`config.mk`:
```
export PLATFORM = sky130hd
export DESIGN_NAME = chi_xp_link_ctrl
export DESIGN_NICKNAME = d
export VERILOG_FILES = /design/src/rtl/chi_xp_link_pkg.sv /design/src/rtl/chi_xp_crd_cnt.sv /design/src/rtl/chi_xp_link_ctrl.sv
export SDC_FILE = /design/constraint.sdc
export NUM_CORES = 1
export LEC_CHECK = 0
export CORE_MARGIN = 10
export CORE_UTILIZATION = 42
export DETAILED_ROUTE_END_ITERATION = 10
export GPL_TIMING_DRIVEN = 0
export PLACE_DENSITY_LB_ADDON = 0.1
export SLEW_MARGIN = 20
export SYNTH_ARGS = -nofsm -noshare
export SYNTH_HDL_FRONTEND = slang
export SYNTH_SLANG_ARGS = --single-unit
```
`constraint.sdc`:
```
create_clock -name clk -period 3.1 [get_ports clk]
set_input_delay 0.93 -clock clk [delete_from_list [all_inputs] [get_ports clk]]
set_output_delay 0.93 -clock clk [all_outputs]
set_load 0.05 [all_outputs]
```
`src/rtl/chi_xp_link_pkg.sv`:
```
// Shared types for the CHI XP link-layer controller.
// Latency: n/a (types and constants only).
// Backpressure: n/a.
//
// Optional feature macro used by the top: CHI_XP_LINK_TIMEOUT_EN.
// State encodings are Gray-coded so that the link request/ack outputs are a
// single state bit or a simple decode without multi-bit glitches.
package chi_xp_link_pkg;

    typedef enum logic [1:0] {
        TX_STOP  = 2'b00,
        TX_ACT   = 2'b01,
        TX_RUN   = 2'b11,
        TX_DEACT = 2'b10
    } tx_state_e;

    typedef enum logic [1:0] {
        RX_STOP  = 2'b00,
        RX_ACT   = 2'b01,
        RX_RUN   = 2'b11,
        RX_DEACT = 2'b10
    } rx_state_e;

    // Channel index within every NUM_CH-wide vector.
    localparam int CH_REQ = 0;
    localparam int CH_RSP = 1;
    localparam int CH_DAT = 2;
    localparam int CH_SNP = 3;

endpackage

```
`src/rtl/chi_xp_crd_cnt.sv`:
```
// Saturating up/down credit counter with a same-cycle error flag.
// Latency: count updates on the clock edge after inc/dec; err is combinational.
// Backpressure: none; an over/underflow holds the count and raises err.
//
// Ports: clk, rst (async, active high), inc, dec, cnt[W], err.
// inc and dec together leave the count unchanged and never flag an error.
module chi_xp_crd_cnt #(
    parameter int W    = 4,
    parameter int MAX  = 15,
    parameter int INIT = 0
) (
    input  logic         clk,
    input  logic         rst,
    input  logic         inc,
    input  logic         dec,
    output logic [W-1:0] cnt,
    output logic         err
);

    logic [W-1:0] cnt_nxt;

    always_comb begin
        cnt_nxt = cnt;
        err     = 1'b0;
        if (inc && !dec) begin
            if (cnt == W'(MAX)) err = 1'b1;
            else                cnt_nxt = cnt + W'(1);
        end else if (dec && !inc) begin
            if (cnt == '0) err = 1'b1;
            else           cnt_nxt = cnt - W'(1);
        end
    end

    always_ff @(posedge clk or posedge rst) begin
        if (rst) cnt <= W'(INIT);
        else     cnt <= cnt_nxt;
    end

endmodule

```
`src/rtl/chi_xp_link_ctrl.sv`:
```
// CHI link-layer controller for one XP port: TX/RX activation FSMs and credits.
// Latency: FSM outputs and RXLCRDV are one cycle after the causing input.
// Backpressure: tx_crd_avail gates flit issue per channel; RX grants stop when pool empties.
//
// Ports: clk/rst (async active high); link_en; TX/RX link-active handshake;
// TXSACTIVE; per-channel TXLCRDV, tx_flit_sent, tx_crd_avail, tx_crd_ret,
// RXFLITV, rx_buf_free, RXLCRDV; sticky link_err.
// Optional macro CHI_XP_LINK_TIMEOUT_EN adds handshake watchdogs feeding link_err.
module chi_xp_link_ctrl
    import chi_xp_link_pkg::*;
#(
    parameter int NUM_CH      = 4,
    parameter int MAX_CRD     = 15,
    parameter int CRD_W       = 4,
    parameter int RX_CRD_INIT = 4,
    parameter int TIMEOUT_CYC = 1024
) (
    input  logic              clk,
    input  logic              rst,
    input  logic              link_en,
    output logic              TXLINKACTIVEREQ,
    input  logic              TXLINKACTIVEACK,
    input  logic              RXLINKACTIVEREQ,
    output logic              RXLINKACTIVEACK,
    output logic              TXSACTIVE,
    input  logic [NUM_CH-1:0] TXLCRDV,
    input  logic [NUM_CH-1:0] tx_flit_sent,
    output logic [NUM_CH-1:0] tx_crd_avail,
    output logic [NUM_CH-1:0] tx_crd_ret,
    input  logic [NUM_CH-1:0] RXFLITV,
    input  logic [NUM_CH-1:0] rx_buf_free,
    output logic [NUM_CH-1:0] RXLCRDV,
    output logic              link_err
);

    tx_state_e tx_q, tx_nxt;
    rx_state_e rx_q, rx_nxt;

    logic [CRD_W-1:0]  tx_cnt  [NUM_CH];
    logic [CRD_W-1:0]  rx_pool [NUM_CH];
    logic [CRD_W-1:0]  rx_out  [NUM_CH];
    logic [NUM_CH-1:0] tx_nz, out_nz, grant, tx_dec;
    logic [NUM_CH-1:0] tx_err, rx_out_err, rx_pool_err;
    logic              tmo_hit;

    // Per-channel credit bookkeeping.
    for (genvar g = 0; g < NUM_CH; g++) begin : g_ch
        assign tx_nz[g]  = (tx_cnt[g] != '0);
        assign out_nz[g] = (rx_out[g] != '0);
        // A grant needs a free buffer and must not push the peer past MAX_CRD.
        assign grant[g]  = (rx_q == RX_RUN) && (rx_pool[g] != '0) &&
                           (rx_out[g] != CRD_W'(MAX_CRD));
        // Credits leave either by a normal flit or by an LCrdReturn in DEACT.
        assign tx_dec[g] = tx_flit_sent[g] | tx_crd_ret[g];

        chi_xp_crd_cnt #(.W(CRD_W), .MAX(MAX_CRD), .INIT(0)) u_tx_crd (
            .clk (clk), .rst (rst),
            .inc (TXLCRDV[g]), .dec (tx_dec[g]),
            .cnt (tx_cnt[g]),  .err (tx_err[g])
        );

        // Pool saturates at its reset size; a spare free is simply absorbed.
        chi_xp_crd_cnt #(.W(CRD_W), .MAX(RX_CRD_INIT), .INIT(RX_CRD_INIT)) u_rx_pool (
            .clk (clk), .rst (rst),
            .inc (rx_buf_free[g]), .dec (grant[g]),
            .cnt (rx_pool[g]),     .err (rx_pool_err[g])
        );

        chi_xp_crd_cnt #(.W(CRD_W), .MAX(MAX_CRD), .INIT(0)) u_rx_out (
            .clk (clk), .rst (rst),
            .inc (grant[g]),   .dec (RXFLITV[g]),
            .cnt (rx_out[g]),  .err (rx_out_err[g])
        );
    end

    // ---------------- TX link FSM ----------------
    always_ff @(posedge clk or posedge rst) begin
        if (rst) tx_q <= TX_STOP;
        else     tx_q <= tx_nxt;
    end

    always_comb begin
        tx_nxt = tx_q;
        case (tx_q)
            TX_STOP:  if (link_en) tx_nxt = TX_ACT;
            // A deactivation request while activating waits for the ack first.
            TX_ACT:   if (TXLINKACTIVEACK) tx_nxt = link_en ? TX_RUN : TX_DEACT;
            TX_RUN:   if (!link_en) tx_nxt = TX_DEACT;
            TX_DEACT: if (!TXLINKACTIVEACK && (tx_nz == '0)) tx_nxt = TX_STOP;
            default:  tx_nxt = TX_STOP;
        endcase
    end

    always_comb begin
        TXLINKACTIVEREQ = tx_q[0];  // set exactly in ACT and RUN
        TXSACTIVE       = (tx_q != TX_STOP);
        tx_crd_avail    = (tx_q == TX_RUN)   ? tx_nz : '0;
        tx_crd_ret      = (tx_q == TX_DEACT) ? tx_nz : '0;
    end

    // ---------------- RX link FSM ----------------
    always_ff @(posedge clk or posedge rst) begin
        if (rst) rx_q <= RX_STOP;
        else     rx_q <= rx_nxt;
    end

    always_comb begin
        rx_nxt = rx_q;
        case (rx_q)
            RX_STOP:  if (RXLINKACTIVEREQ) rx_nxt = RX_ACT;
            RX_ACT:   rx_nxt = RX_RUN;
            RX_RUN:   if (!RXLINKACTIVEREQ) rx_nxt = RX_DEACT;
            // Peer must hand back every outstanding credit before we stop.
            RX_DEACT: if (out_nz == '0) rx_nxt = RX_STOP;
            default:  rx_nxt = RX_STOP;
        endcase
    end

    always_comb begin
        RXLINKACTIVEACK = (rx_q != RX_STOP);
    end

    // Grants are counted on the same edge that raises RXLCRDV.
    always_ff @(posedge clk or posedge rst) begin
        if (rst) RXLCRDV <= '0;
        else     RXLCRDV <= grant;
    end

    // ---------------- Error reporting ----------------
    always_ff @(posedge clk or posedge rst) begin
        if (rst)                                   link_err <= 1'b0;
        else if ((|tx_err) || (|rx_out_err) || tmo_hit) link_err <= 1'b1;
    end

    logic unused_sink;

`ifdef CHI_XP_LINK_TIMEOUT_EN
    localparam int TMO_W = $clog2(TIMEOUT_CYC + 1);
    logic [TMO_W-1:0] tx_tmo, rx_tmo;

    // Each watchdog restarts on any state change and saturates at the limit.
    always_ff @(posedge clk or posedge rst) begin
        if (rst) begin
            tx_tmo <= '0;
            rx_tmo <= '0;
        end else begin
            if ((tx_nxt != tx_q) || !((tx_q == TX_ACT) || (tx_q == TX_DEACT)))
                tx_tmo <= '0;
            else if (tx_tmo != TMO_W'(TIMEOUT_CYC))
                tx_tmo <= tx_tmo + TMO_W'(1);

            if ((rx_nxt != rx_q) || (rx_q != RX_DEACT))
                rx_tmo <= '0;
            else if (rx_tmo != TMO_W'(TIMEOUT_CYC))
                rx_tmo <= rx_tmo + TMO_W'(1);
        end
    end

    assign tmo_hit     = (tx_tmo == TMO_W'(TIMEOUT_CYC)) || (rx_tmo == TMO_W'(TIMEOUT_CYC));
    assign unused_sink = ^rx_pool_err;
`else
    assign tmo_hit     = 1'b0;
    // Pool saturation is benign, and the watchdog limit has no consumer here.
    assign unused_sink = ^{rx_pool_err, 32'(TIMEOUT_CYC)};
`endif

endmodule

```
==> metrics.md, run 1 <==
| Metric | Value |
|---|---|
| CP Capture Type | `output pin` |
| Hold Slack | `0.527 ns` |
| Area after DPL | `0.00480 mm2` |
| Syn avg cell area | `10.7 um2` |
| Die area | `0.0146 mm2` |
| 1st-pass router iterations | `4` |
| Num ports | `37` |
| Crit path arrival time | `2.08 ns` |
| Dpl ws | `-0.175 ns` |
| FF+latch count, synth | `57` |
| Ys async rst share | `100%` |
| Sequential standard cell area | `0.00143 mm2` |
| Slew Viols, Final | `0` |
| Residual DRC | `0` |
| Number of global-route vias before repair | `3246` |
| Post-synth EDFFs | `0` |
| Overall routing resource usage | `12.6%` |
| Min cycle time layout | `3.01 ns` |
| Post-synthesis cell count | `399` |
| Status | `complete, no violations` |
| CTS tree | `built` |
| Finish-stage setup viols | `0` |
| Crit-path max FO | `6` |
| Syn nets | `456` |
| Pwr dens | `961 mW/mm2` |
| Post-route cell area | `0.00502 mm2` |
| Worst r2r src | `g_ch[0].u_rx_pool.cnt[0]` |
| Worst Hold Class | `register to register` |
| Worst Setup Start Kind | `register` |
| Die extent in y | `121 um` |
| # rows | `36` |
| Via count | `3256` |
| Multi-input logic area | `0.00271 mm2` |
| Overflow after GRT | `0` |
| Fraction of layout cells with a size suffix above 1 | `18.3%` |
| Nets | `500` |
| Ant diodes | `0` |
| Max Cap Viol | `0` |
| Number of fill cells in the layout | `894` |
| Setup Skew | `0.0109 ns` |
| Worst Hold Depth | `1` |
| Synth cell types | `77` |
| Fmax | `332 MHz` |
| Post-synthesis sequential area ratio | `33.5%` |
| Antenna Nets Post-Route | `0` |
| Htree depth | `3` |
| Worst-Margin Slew | `0.707 ns` |
| Hold Buf Count CTS | `0` |
| Area Overhead vs Synth | `17.3%` |
| FF-to-FF path depth | `8` |
| Total Power | `0.00482 W` |
| TritonCTS buffer count | `9` |
| Worst reg2reg setup slack | `0.25 ns` |
| Unrepaired setup endpoints after global routing | `false` |
| Hold Startpoint | `g_ch[3].u_rx_out.cnt[3]` |
| Clock-pin slew of the registers on the worst-case setup and hold paths | `0.07 ns` |
| Setup ws final | `0.0909 ns` |
| Fin Setup TNS | `0 ns` |
| Static leakage | `2.11 nW` |
| CTS root buffer | `clkbuf_8` |
| Endpoints failing hold | `0` |
| Synthesis warning total | `0` |
| Core ar. | `0.00986 mm2` |
| Slew headroom | `52.4%` |
| Largest net degree at the start of global routing | `46` |
| Highest Signal Layer | `met4` |
| Drt total wl | `8.99 mm` |
| Max IR drop VDD | `0.483 mV` |
| GPL Wtd Cong | `0.803` |
| Most used DFF post-synth | `dfrtp_1` |
| Commonest non-fill, non-tap cell in the layout | `dfrtp_1` |
| Dpl hpwl | `6.77 mm` |
| Met3 Routed Length | `360 um` |
| Most frequent cells in the layout | `53 x dfrtp_1, 25 x clkdlybuf4s50_1, 24 x inv_1, 24 x ha_1, 19 x a21oi_1` |
| Wire length on met2 | `4.24 mm` |
| Worst Hold End | `g_ch[3].u_rx_out.cnt[3]` |
| Clk sinks | `57` |
| Chip width | `121 um` |
| First-pass GRT wire length | `15.4 mm` |
| CTS max path bufs | `2` |
| Worst-Skew Late Latency | `0.33 ns` |
| Port bufs | `32` |
| Met1 Wirelength | `4.30 mm` |
| Crit Path Category | `register to output pin` |
| End of the worst register-to-register path | `g_ch[0].u_rx_pool.cnt[3]` |
| Antenna violations before repair | `0` |
| Crit path required time | `2.17 ns` |
| Drt wl/cell | `15.5 um` |
| Cell Area, Synth | `0.00428 mm2` |
| Iter 0 DRT Violations | `170` |
| Post-DR vias/cell | `5.60` |
| Final period utilization | `97.1%` |
| Starting Density | `43.4%` |
what timing repair did:
action	CTS	global route
setup endpoints to repair	5	3
gates cloned	0	0
gates resized for setup	6	3
setup buffers	0	0
logic make-up (layout without fill, tap and decap cells):
logic type / Yosys count / in the layout / synth area share (%)
AO/OA/AOI/OAI: 102 / 102 / 19.2
XOR/XNOR: 32 / 32 / 6.55
adder cells (fa/ha/maj): 36 / 36 / 12.6
buffers and inverters: 35 / 84 / 3.60
flip-flops: 57 / 57 / 33.5
multiplexers: 28 / 28 / 7.37
AND/OR/NAND/NOR: 109 / 109 / 17.2
flip-flops by register name, indices dropped and copies added (netlist names):
| signal | flops |
|---|---|
| g_ch.u_tx_crd.cnt | 16 |
| g_ch.u_rx_pool.cnt | 16 |
| tx_q | 2 |
| g_ch.u_rx_out.cnt | 16 |
| RXLCRDV | 4 |
| rx_q | 2 |
| link_err | 1 |
where the power goes:
part / switching (W) / total [W] / internal (W) / leakage (nW)
registers: 0.000541 / 0.00164 / 0.00110 / 0.669
clock network: 0.000313 / 0.000762 / 0.000449 / 0.106
logic: 0.00126 / 0.00242 / 0.00116 / 1.34
total: 0.00211 / 0.00482 / 0.00271 / 2.11
metal layers:
| layer | vias to the layer above | track usage [%] |
|---|---|---|
| li1 | 1619 | - |
| met5 | - | 0 |
| met2 | 48 | 19.9 |
| met4 | 0 | 3.92 |
| met3 | 7 | 3.68 |
| met1 | 1582 | 16.2 |
worst max path at each step:
stage | depth (start not counted) | to | slack (ns) | from
4_1_cts | 3 | tx_crd_avail[0] | 0.04 | g_ch[0].u_tx_crd.cnt[0]
3_5_place_dp | 8 | g_ch[1].u_rx_out.cnt[3] | -0.18 | RXFLITV[1]
6_report | 3 | tx_crd_avail[2] | 0.09 | g_ch[2].u_tx_crd.cnt[0]
2_1_floorplan | 4 | tx_crd_ret[0] | 0.33 | tx_q[0]
3_3_place_gp | 2 | g_ch[1].u_rx_pool.cnt[0] | -0.48 | rst
5_1_grt | 3 | tx_crd_avail[2] | 0.006 | g_ch[2].u_tx_crd.cnt[0]
critical path, cell delays in order, from the launching register on:
cell	delay (ns)
dfrtp_1	0.47
nor4_4	0.47
nor2_1	0.09
clkdlybuf4s50_1	0.72
metrics by stage:
stage          cells  utilization (%)
2_1_floorplan    399                -
3_3_place_gp     564             48.3
3_5_place_dp     565             48.6
4_1_cts          581             50.8
5_1_grt          581             50.9
6_report         581             50.9
cells in the mapped netlist (3+ instances only):
cell type | instances | area (um2)
nand3_1 | 9 | 45.0
o211ai_1 | 4 | 30.0
nor4_4 | 3 | 63.8
mux2i_1 | 9 | 90.1
nand2_1 | 14 | 52.6
nor2_1 | 11 | 41.3
inv_1 | 25 | 93.8
or2_2 | 5 | 31.3
a31oi_1 | 3 | 18.8
or4_4 | 3 | 33.8
mux2_2 | 17 | 191
o22ai_1 | 4 | 25.0
clkbuf_1 | 3 | 11.3
buf_2 | 3 | 15.0
o21bai_2 | 4 | 45.0
fa_1 | 12 | 240
ha_1 | 24 | 300
dfstp_2 | 4 | 105
o21ba_2 | 3 | 30.0
nor2b_1 | 4 | 25.0
o21ai_0 | 9 | 45.0
nor4_1 | 12 | 75.1
a22o_1 | 5 | 43.8
nor3_1 | 6 | 30.0
xnor2_1 | 16 | 140
nand4_1 | 9 | 56.3
a211oi_1 | 8 | 60.1
xor2_1 | 16 | 140
dfrtp_1 | 53 | 1330
a32oi_1 | 4 | 35.0
a21oi_1 | 19 | 95.1
or3_1 | 3 | 18.8
and2_1 | 3 | 18.8
and4_1 | 7 | 61.3
a21o_1 | 13 | 97.6
cell type report:
type,instances,share of cell area (%)
buffer,10,1.20
clock buffer,10,2.54
clock inverter,6,1.65
inverter,25,1.92
multi-input combinational,307,54.0
sequential,57,28.5
tap,133,3.32
timing repair buffer,33,6.90
No activity file was read; power rests on OpenSTA's default activity.
==> run 2: changes to the inputs <==
--- a/config.mk
+++ b/config.mk
@@ -5,8 +5,9 @@
 export SDC_FILE = /design/constraint.sdc
 export NUM_CORES = 1
 export LEC_CHECK = 0
+export ABC_CLOCK_PERIOD_IN_PS = 3100
 export CORE_MARGIN = 10
-export CORE_UTILIZATION = 42
+export CORE_UTILIZATION = 59
 export DETAILED_ROUTE_END_ITERATION = 10
 export GPL_TIMING_DRIVEN = 0
 export PLACE_DENSITY_LB_ADDON = 0.1
==> metrics.md, run 2 (synthesis results as in run 1) <==
| Metric | Value |
|---|---|
| GPL Wtd Cong | `0.833` |
| Critical path buffers and inverters | `3` |
| Biggest regs | `g_ch.u_rx_out.cnt x16, g_ch.u_rx_pool.cnt x16, g_ch.u_tx_crd.cnt x16` |
| Setup repair bufs after CTS | `0` |
| Finish-stage setup viols | `0` |
| 1st-pass router iterations | `4` |
| Die extent in y | `105 um` |
| Crit Path Category | `register to output pin` |
| Total Power | `0.00466 W` |
| Chip width | `105 um` |
| # rows | `30` |
| Setup Skew | `0.0131 ns` |
| Sequential standard cell area | `0.00143 mm2` |
| Overflow after GRT | `0` |
| Pwr dens | `949 mW/mm2` |
| Max IR drop VDD | `0.525 mV` |
| Fraction of layout cells with a size suffix above 1 | `18.3%` |
| Commonest non-fill, non-tap cell in the layout | `dfrtp_1` |
| Min cycle time layout | `2.94 ns` |
| Dpl ws | `-0.131 ns` |
| Worst-Skew Late Latency | `0.34 ns` |
| Max Cap Viol | `0` |
| Number of fill cells in the layout | `544` |
| Starting Density | `62.0%` |
| Final period utilization | `94.8%` |
| Crit path arrival time | `2.01 ns` |
| Crit path required time | `2.17 ns` |
| Endpoints failing hold | `0` |
| TritonCTS buffer count | `9` |
| Static leakage | `2.09 nW` |
| Drt wl/cell | `16.1 um` |
| Crit-path max FO | `10` |
| Antenna Nets Post-Route | `0` |
| Worst-Margin Slew | `0.712 ns` |
| Die area | `0.0111 mm2` |
| Dpl hpwl | `6.48 mm` |
| Fmax | `340 MHz` |
| Most frequent cells in the layout | `53 x dfrtp_1, 24 x inv_1, 24 x ha_1, 24 x clkdlybuf4s50_1, 19 x a21oi_1` |
| Status | `complete, no violations` |
| CTS max path bufs | `2` |
| CTS tree | `built` |
| CP Capture Type | `output pin` |
| Slew headroom | `52.5%` |
| Antenna violations before repair | `0` |
| Nets | `499` |
| Largest net degree at the start of global routing | `58` |
| CTS root buffer | `clkbuf_8` |
| CP top delay family | `buffers and inverters` |
| Htree depth | `3` |
| First-pass GRT wire length | `15.5 mm` |
| Crit path cell chain | `nand2b_1 > buf_2 > clkbuf_1 > nor2_1 > dlygate4sd2_1` |
| Overall routing resource usage | `16.4%` |
| Slowest CP cell | `dlygate4sd2_1` |
| Area Overhead vs Synth | `14.7%` |
| Num ports | `37` |
| Iter 0 DRT Violations | `142` |
| Post-DR vias/cell | `6.00` |
| Crit-path max cell delay | `0.54 ns` |
| Worst Hold Class | `register to register` |
| Clk sinks | `57` |
| Worst Setup Start Kind | `register` |
| Slew Viols, Final | `0` |
| Residual DRC | `0` |
| Via count | `3257` |
| Fin Setup TNS | `0 ns` |
| Clock-pin slew of the registers on the worst-case setup and hold paths | `0.07 ns` |
| Unrepaired setup endpoints after global routing | `false` |
| Ant diodes | `0` |
| Drt total wl | `8.76 mm` |
| Setup ws final | `0.161 ns` |
| Core ar. | `0.00691 mm2` |
| Multi-input logic area | `0.00272 mm2` |
| Port bufs | `32` |
| Number of global-route vias before repair | `3370` |
-- run 2: cell count changes in the layout (fill, tap and decap cells not counted), sizes merged --
cell / before / now
dlymetal6s2s: 2 / 3
clkdlybuf4s50: 25 / 24
clkinv: 3 / 4
buf: 6 / 5
bufinv: 2 / 0
clkinvlp: 1 / 2
-- run 2: per-stage QoR --
stage / util [%] / hold WS, ns / std cells / cell area (um2)
after floorplan: - / 0.482 / 399 / 4280
after global placement: 68.3 / 0.499 / 527 / 4720
after detailed placement: 68.4 / 0.501 / 527 / 4720
after CTS: 70.8 / 0.515 / 543 / 4890
after global routing: 71.1 / 0.550 / 543 / 4910
final: 71.1 / 0.514 / 543 / 4910
-- run 2: routing by layer --
layer,global-route usage [%],routed length [um]
met5,0,0
met4,6.47,138
met3,3.13,341
met2,27.6,4240
met1,20.1,4040
-- run 2: repair_timing --
action	CTS	global route
hold buffers	0	0
resized for setup	6	5
endpoints found under the setup margin	5	5
-- run 2: cell type report --
class,instances,share of cell area [%]
Tap cell,96,2.45
Sequential cell,57,29.2
Clock buffer,10,2.60
Inverter,25,1.96
Clock inverter,6,0.714
Timing Repair Buffer,32,6.55
Multi-Input combinational cell,307,55.3
Buffer,10,1.22
-- run 2: final timing paths --
path                                               start  slack (ns)  cells after the start                        to
worst max-delay path                             tx_q[0]        0.16                      5             tx_crd_ret[1]
worst min-delay path             g_ch[1].u_rx_out.cnt[3]        0.51                      1   g_ch[1].u_rx_out.cnt[3]
worst max register to register  g_ch[0].u_rx_pool.cnt[0]        0.31                      8  g_ch[0].u_rx_pool.cnt[3]
worst min register to register   g_ch[1].u_rx_out.cnt[3]        0.51                      1   g_ch[1].u_rx_out.cnt[3]
max in group asynchronous                            rst        1.55                      2   g_ch[2].u_rx_out.cnt[2]
min in group asynchronous                            rst        1.07                      2   g_ch[2].u_tx_crd.cnt[1]
-- run 2: where the power goes --
part           internal [W]  total, W  switching [W]
Combinational       0.00116   0.00243        0.00127
Sequential          0.00110   0.00163       0.000534
Clock              0.000284  0.000596       0.000312
Total               0.00254   0.00466        0.00211
==> run 3: changes to the inputs <==
--- a/config.mk
+++ b/config.mk
@@ -7,7 +7,7 @@
 export LEC_CHECK = 0
 export ABC_CLOCK_PERIOD_IN_PS = 3100
 export CORE_MARGIN = 10
-export CORE_UTILIZATION = 59
+export CORE_UTILIZATION = 45
 export DETAILED_ROUTE_END_ITERATION = 10
 export GPL_TIMING_DRIVEN = 0
 export PLACE_DENSITY_LB_ADDON = 0.1
==> metrics.md, run 3 (synthesis results as in run 1) <==
| Metric | Value |
|---|---|
| Static leakage | `2.13 nW` |
| Worst-Skew Late Latency | `0.34 ns` |
| Seq pwr share | `33.6%` |
| Slew headroom | `48.8%` |
| Worst Hold Depth | `1` |
| Ant diodes | `0` |
| Num ports | `37` |
| Final std cells w/o fill | `576` |
| Hold Startpoint | `g_ch[1].u_rx_out.cnt[3]` |
| Residual DRC | `0` |
| Logic pwr share | `49.6%` |
| CP Launch Point | `RXFLITV[3]` |
| Status | `complete, no violations` |
| Setup repair bufs after CTS | `0` |
| Post-route cell area | `0.00503 mm2` |
| Area Overhead vs Synth | `17.6%` |
| Clk sinks | `57` |
| Placed Cells | `561` |
| Drt wl/cell | `15.4 um` |
| TritonCTS buffer count | `9` |
| Worst Setup Start Kind | `input pin` |
| 1st-pass router iterations | `4` |
| Worst Hold Class | `register to register` |
| # rows | `35` |
| Worst reg2reg setup slack | `0.31 ns` |
| Dpl hpwl | `6.69 mm` |
| Overall routing resource usage | `12.7%` |
| Max IR drop VDD | `0.405 mV` |
| Crit path required time | `3.35 ns` |
| Worst-Margin Slew | `0.761 ns` |
| Min cycle time layout | `2.93 ns` |
| Endpoints failing hold | `0` |
| Crit-path max FO | `4` |
| Max Cap Viol | `0` |
| Most frequent cells in the layout | `53 x dfrtp_1, 24 x inv_1, 24 x ha_1, 24 x clkdlybuf4s50_1, 19 x a21oi_1` |
| Largest net degree at the start of global routing | `55` |
| Crit Path Category | `input pin to register` |
| Die extent in y | `118 um` |
| Clock-pin slew of the registers on the worst-case setup and hold paths | `0.07 ns` |
| Post-DR vias/cell | `5.68` |
| Number of global-route vias before repair | `3204` |
| Die area | `0.0138 mm2` |
| Setup Skew | `0.00892 ns` |
| Crit path arrival time | `3.18 ns` |
| Core ar. | `0.00924 mm2` |
| CTS tree | `built` |
| Starting Density | `46.3%` |
| CP Capture Type | `register` |
| Pwr dens | `966 mW/mm2` |
| Overflow after GRT | `0` |
| CTS root buffer | `clkbuf_8` |
| Area after DPL | `0.00479 mm2` |
| Slew Viols, Final | `0` |
| Final period utilization | `94.4%` |
| Antenna Nets Post-Route | `0` |
| Htree depth | `3` |
| Sw power | `0.00211 W` |
| Chip width | `118 um` |
| Clock Power Share | `16.8%` |
| Antenna violations before repair | `0` |
| CTS max path bufs | `2` |
| Internal Power | `0.00275 W` |
| First-pass GRT wire length | `15.0 mm` |
| Nets | `499` |
| Commonest non-fill, non-tap cell in the layout | `dfrtp_1` |
| FF-to-FF path depth | `8` |
| Biggest regs | `g_ch.u_rx_out.cnt x16, g_ch.u_rx_pool.cnt x16, g_ch.u_tx_crd.cnt x16` |
| Net Sw Frac | `43.5%` |
| Worst r2r src | `g_ch[0].u_rx_pool.cnt[0]` |
| Via count | `3272` |
| GPL Wtd Cong | `0.793` |
| Unrepaired setup endpoints after global routing | `false` |
| Iter 0 DRT Violations | `181` |
| Fmax | `342 MHz` |
| Fraction of layout cells with a size suffix above 1 | `18.6%` |
| Port bufs | `32` |
| Hold Slack | `0.521 ns` |
| Finish-stage setup viols | `0` |
| Drt total wl | `8.86 mm` |
-- run 3: cell types whose count changed in the layout (fill, tap and decap cells not counted), sizes merged --
cell / previous run / this run
clkdlybuf4s15: 0 / 1
bufinv: 0 / 2
clkinvlp: 2 / 1
buf: 5 / 6
clkinv: 4 / 2
dlygate4sd2: 5 / 4
-- run 3: worst max-delay path: stages --
cell             delay (ns)
clkdlybuf4s50_1        0.48
nor4_1                 0.55
inv_1                  0.19
ha_1                   0.32
a21o_1                 0.18
a21oi_1                0.17
mux2i_1                0.23
xnor2_1                0.14
-- run 3: power by group through the flow --
| stage | combinational, W | clock (W) | sequential [W] |
|---|---|---|---|
| 4_1_cts | 0.00245 | 0.000837 | 0.00164 |
| 3_3_place_gp | 0.00237 | 0 | 0.00162 |
| 6_report | 0.00241 | 0.000818 | 0.00164 |
| 3_5_place_dp | 0.00246 | 0 | 0.00164 |
| 2_1_floorplan | 0.00194 | 0 | 0.00155 |
| 5_1_grt | 0.00269 | 0.000862 | 0.00170 |
-- run 3: per-layer routing --
metal,wire [um],global-route usage (%)
met5,0,0
met3,290,2.54
met1,4390,16.8
met4,152,5.64
met2,4030,19.4
-- run 3: metrics by stage --
stage	util (%)	setup slack (ns)	setup TNS, ns	total power [W]
after floorplan	-	0.330	0	0.00349
after global placement	51.5	-0.420	-22.24	0.00399
after detailed placement	51.8	-0.163	-0.417	0.00410
after CTS	54.4	0.0214	0	0.00492
after global routing	54.5	0.0853	0	0.00526
final	54.5	0.173	0	0.00486
-- run 3: area by class of cell --
| class | count | area, um2 |
|---|---|---|
| Fill cell | 829 | 4210 |
| Multi-Input combinational cell | 307 | 2710 |
| Timing Repair Buffer | 33 | 350 |
| Clock buffer | 11 | 151 |
| Inverter | 25 | 96.3 |
| Buffer | 9 | 56.3 |
| Clock inverter | 5 | 77.6 |
| Sequential cell | 57 | 1430 |
| Tap cell | 129 | 161 |
-- run 3: what timing repair did --
| action | in CTS | in global routing |
|---|---|---|
| hold buffers | 0 | 0 |
| cloned | 0 | 0 |
| resized for setup | 6 | 5 |
| pin swaps | 0 | 0 |
| endpoints found under the setup margin | 5 | 5 |
-- run 3: worst paths after layout --
path,to
setup / recovery,g_ch[3].u_rx_out.cnt[3]
setup reg to reg,g_ch[0].u_rx_pool.cnt[3]
hold reg to reg,g_ch[1].u_rx_out.cnt[3]
min in group asynchronous,g_ch[2].u_tx_crd.cnt[3]
max in group asynchronous,g_ch[2].u_rx_pool.cnt[2]
hold / removal,g_ch[1].u_rx_out.cnt[3]
